`config.mk`:
```
export PLATFORM = sky130hd
export DESIGN_NAME = ar_br_cr_seq_unit
export DESIGN_NICKNAME = d
export VERILOG_FILES = /design/src/rtl/ar_br_cr_seq_unit.sv
export SDC_FILE = /design/constraint.sdc
export NUM_CORES = 1
export LEC_CHECK = 0
export CORE_UTILIZATION = 50
export CTS_CLUSTER_SIZE = 30
export DETAILED_ROUTE_END_ITERATION = 12
export DONT_BUFFER_PORTS = 1
export RECOVER_POWER = 50
export SETUP_SLACK_MARGIN = 0.02
export SLEW_MARGIN = 5
export SYNTH_ARGS = -nofsm -noshare
export SYNTH_HDL_FRONTEND = slang
export SYNTH_SLANG_ARGS = --single-unit
```
`constraint.sdc`:
```
create_clock -name clk -period 2.4 [get_ports clk]
set_clock_uncertainty 0.2 [all_clocks]
set_input_delay 0.12 -clock clk [delete_from_list [all_inputs] [get_ports clk]]
set_output_delay 0.12 -clock clk [all_outputs]
set_load 0.01 [all_outputs]
```
`src/rtl/ar_br_cr_seq_unit.sv`:
```
// ar_br_cr_seq_unit: sequential AR/BR/CR shift datapath with its control FSM; ARBRCR_SAT_EN enables saturating left shifts
module ar_br_cr_seq_unit #(
  parameter int WIDTH   = 16,
  parameter int SHAMT_W = 4
) (
  input  logic               clk,
  input  logic               reset_b,
  input  logic               start,
  input  logic [WIDTH-1:0]   ar_data,
  input  logic [WIDTH-1:0]   br_data,
  input  logic [SHAMT_W-1:0] shift_amt,
  output logic               busy,
  output logic               done,
  output logic [WIDTH-1:0]   cr_data,
  output logic               ar_neg,
  output logic               ar_pos,
  output logic               ar_zero,
  output logic               overflow
);
  typedef enum logic [1:0] {IDLE, EVAL, SHIFT, DONE} state_t;
  state_t state_q, state_d;
  logic [WIDTH-1:0] ar_q, ar_d, br_q, br_d, cr_q, cr_d;
  logic [SHAMT_W-1:0] cnt_q, cnt_d;
  logic mul_q, mul_d, ovf_q, ovf_d;
  logic sign_flip;
  assign sign_flip = cr_q[WIDTH-1] ^ cr_q[WIDTH-2];
  assign busy      = state_q != IDLE;
  assign done      = state_q == DONE;
  assign cr_data   = cr_q;
  assign overflow  = ovf_q;
  assign ar_zero   = ar_q == '0;
  assign ar_neg    = ar_q[WIDTH-1];
  assign ar_pos    = ~ar_q[WIDTH-1] & ~ar_zero;
  // state and datapath registers; reset aborts any operation in flight
  always_ff @(posedge clk or negedge reset_b) begin
    if (!reset_b) begin
      state_q <= IDLE;
      ar_q    <= '0;
      br_q    <= '0;
      cr_q    <= '0;
      cnt_q   <= '0;
      mul_q   <= 1'b0;
      ovf_q   <= 1'b0;
    end else begin
      state_q <= state_d;
      ar_q    <= ar_d;
      br_q    <= br_d;
      cr_q    <= cr_d;
      cnt_q   <= cnt_d;
      mul_q   <= mul_d;
      ovf_q   <= ovf_d;
    end
  end
  // next-state and datapath update; a set overflow during MUL also marks CR as clamped in the saturating build
  always_comb begin
    state_d = state_q;
    ar_d    = ar_q;
    br_d    = br_q;
    cr_d    = cr_q;
    cnt_d   = cnt_q;
    mul_d   = mul_q;
    ovf_d   = ovf_q;
    case (state_q)
      IDLE: if (start) begin
        ar_d    = ar_data;
        br_d    = br_data;
        cnt_d   = shift_amt;
        ovf_d   = 1'b0;
        state_d = EVAL;
      end
      EVAL: begin
        mul_d   = ~ar_q[WIDTH-1];
        cr_d    = ar_zero ? '0 : ar_neg ? ar_q : br_q;
        state_d = (ar_zero || cnt_q == '0) ? DONE : SHIFT;
      end
      SHIFT: begin
        cnt_d   = cnt_q - SHAMT_W'(1);
        state_d = cnt_q == SHAMT_W'(1) ? DONE : SHIFT;
        if (mul_q) begin
          ovf_d = ovf_q | sign_flip;
`ifdef ARBRCR_SAT_EN
          cr_d  = ovf_q ? cr_q :
                  sign_flip ? {cr_q[WIDTH-1], {(WIDTH-1){~cr_q[WIDTH-1]}}} :
                  {cr_q[WIDTH-2:0], 1'b0};
`else
          cr_d  = {cr_q[WIDTH-2:0], 1'b0};
`endif
        end else begin
          cr_d  = {cr_q[WIDTH-1], cr_q[WIDTH-1:1]};
        end
      end
      DONE: state_d = IDLE;
      default: state_d = IDLE;
    endcase
  end
endmodule

```
==> metrics.yaml <==
die:
  core-area_sq_mm: 0.005270
  std_cell_rows: 26
  ioPinCount: 61
  start_util: 0.5332
  die_area_sq_mm: 0.005924
  fp.dieH_microns: 76.97
  die_w_microns: 76.97
worst_setup_path:
  worstSetupPathType: "reg2reg"
  crit_path_end_kind: "flip-flop"
  critical_path_required_ns: 2.37
  critPathMaxFanout: 7
  startpoint_type: "flip-flop"
  arrival_ns: 2.14
  rrSetupSlack_ns: 0.23
placement:
  hpwl_microns: 4336
  pre_cts_ws_ns: 0.1895
  portBuffers: 0
  globalplace.congestion: 0.7707
cts:
  cts_buffer_depth: 2
  clockRootBuffer: "clkbuf_8"
  cts-buffers-inserted: 5
  htree_levels: 2
  cts_tree: "built"
  post_cts_resized: 0
  clk_latency_ns: 0.31
  clk_pin_slew_ns: 0.09
  cts_sinks: 56
route:
  vias_per_cell: 5.836
  drt_iter0_markers: 118
  routedWlPerCell_microns: 18.13
  dr.pass1.iters: 4
  routed_wl_microns: 6075
  drcViolationCount: 0
  antenna_left: 0
  num_vias: 1955
cells_and_area:
  antenna_cells: 0
  layout-drive-gt1-share: 0.2264
  seqCellArea_sq_mm: 0.001401
  num-fill-cells: 430
  multi_input_area_sq_mm: 0.001309
  syn_to_final_growth_pct: 19.77
  layout.nets: 311
synthesis:
  synth_edf_count: 0
  synth_warnings: 0
  synth.distinct_cells: 31
  synth.avg_cell_area_sq_um: 12.60
  async_reset_ff_frac: 1.000
  synth.most_common_cell: "dfrtp_1"
  ys_seq_elements: 56
  ys.flop_type: "dfrtp_1"
  yosys-top-cells-count: "dfrtp_1, mux2_2, mux2i_1"
  syn-num-nets: 269
  seq_area_frac_synth: 0.4987
  syn-instance-count: 223
  ys_top_cells_by_area: "dfrtp_1, mux2_2, mux2i_1, o221ai_2, nand2b_1"
  synth.top_cell.area_share: 0.4987
  synth_top_cell_by_area: "dfrtp_1"
  syn-cell-area_sq_mm: 0.002810
timing:
  slew_viol_final: 0
  timing.setup.tns_ns: 0
  setup_ws_ns: 0.2299
  fmax_mhz: 460.8
  tightest_slew_ns: 1.366
  rsz0062_at_grt: "no"
  setup_violations: 0
  fin_crit_ns: 2.170
  fin_crit_sh: 0.9042
  hold_viol: 0
  slew_headroom: 0.08935
global_route:
  met2_usage: 0.3866
  track_usage: 0.2276
  grt_pass1_wl_microns: 10450
  gr-total-overflow: 0
  first_global_vias: 2068
  grt_max_degree: 57
  gr-max-usage-layer: "met2"
  met1_usage: 0.2909
  grt_util_met3: 0.05595
  antenna_found_initial: 0
power_and_ir_drop:
  powerDensity_mw_per_mm2: 1406
  p_leak_nw: 1.468
  irDropWorstVdd_v: 0.0007759
  p_total_mw: 4.732
outcome:
  status: "complete, no violations"
worst_hold_path:
  hold_class: "in2reg"
run:
  max-cap-violations: 0
## flip-flops by register name, summed over array words and instances (netlist names)
register,flops
cr_data,16
cnt_q,4
ar_q,16
br_q,16
overflow,1
state_q,2
mul_q,1
## final timing paths
kind                            depth (start not counted)            startpoint                     end
min in group asynchronous                               2               reset_b  cr_data[3]$_DFFE_PN0P_
max in group asynchronous                               2               reset_b     br_q[0]$_DFFE_PN0P_
worst max register to register                          5  ar_q[10]$_DFFE_PN0P_  cr_data[5]$_DFFE_PN0P_
worst max-delay path                                    5  ar_q[10]$_DFFE_PN0P_  cr_data[5]$_DFFE_PN0P_
worst min register to register                          1   br_q[9]$_DFFE_PN0P_     br_q[9]$_DFFE_PN0P_
worst min-delay path                                    2                 start  state_q[1]$_DFFE_PN0P_
## cell usage in the layout, fill, tap and decap left out, types with 2 or more instances in the layout
master / n
o22ai_1: 3
o221ai_2: 10
o221ai_1: 6
mux2_2: 32
nor2_1: 6
o22a_1: 2
nor4_1: 4
o21ai_0: 6
nand3_1: 3
inv_1: 8
a21oi_1: 6
ha_1: 7
nand2_1: 3
buf_4: 10
mux2i_1: 31
nand2b_1: 15
clkbuf_8: 5
dfrtp_1: 56
dlygate4sd3_1: 38
## cell type report
| class | instances | area share |
|---|---|---|
| Timing Repair Buffer | 49 | 0.1368 |
| Clock inverter | 1 | 0.001487 |
| Tap cell | 70 | 0.02602 |
| Sequential cell | 56 | 0.4164 |
| Inverter | 8 | 0.008922 |
| Clock buffer | 6 | 0.02156 |
| Multi-Input combinational cell | 145 | 0.3888 |
## through the flow
stage | hold WS (ns) | instances | util | area (sq um)
finish | 0.06434 | 335 | 0.6387 | 3366
CTS | 0.04347 | 335 | 0.6429 | 3388
global route | 0.07135 | 335 | 0.6387 | 3366
floorplan | -0.3756 | 223 | - | 2810
detailed placement | -0.3743 | 289 | 0.5508 | 2903
global placement | -0.3745 | 289 | 0.5508 | 2903
## metal layers
layer / up-vias / wire, microns
met5: - / 0
met4: 0 / 87
met3: 9 / 321
met2: 61 / 3061
met1: 981 / 2604
li1: 904 / -
## where the power goes
part | switching [mW] | internal (mW) | total, mW
Sequential | 0.538 | 1.43 | 1.97
Combinational | 1.10 | 1.17 | 2.27
Clock | 0.288 | 0.199 | 0.488
Total | 1.93 | 2.80 | 4.73
## logic make-up after synthesis
kind of cell | Yosys count | synth area share
mux | 63 | 0.2386
flops | 56 | 0.4987
compound gates | 38 | 0.1198
simple gates | 36 | 0.07302
buf+inv | 22 | 0.03562
fa+ha+maj | 7 | 0.03117
xor+xnor | 1 | 0.003117
## critical path: stages, from the launching register on
cell and delay (ns):
dfrtp_1 0.41, nor4_1 0.46, and4_4 0.37, or3b_1 0.27
buf_4 0.21, o221ai_1 0.11
## repair_timing
item	4_1_cts	5_1_grt
hold endpoints to repair	93	0
endpoints found under the setup margin	0	0
buffers inserted	0	0
hold buffers	39	0
No activity file was read; power rests on OpenSTA's default activity.
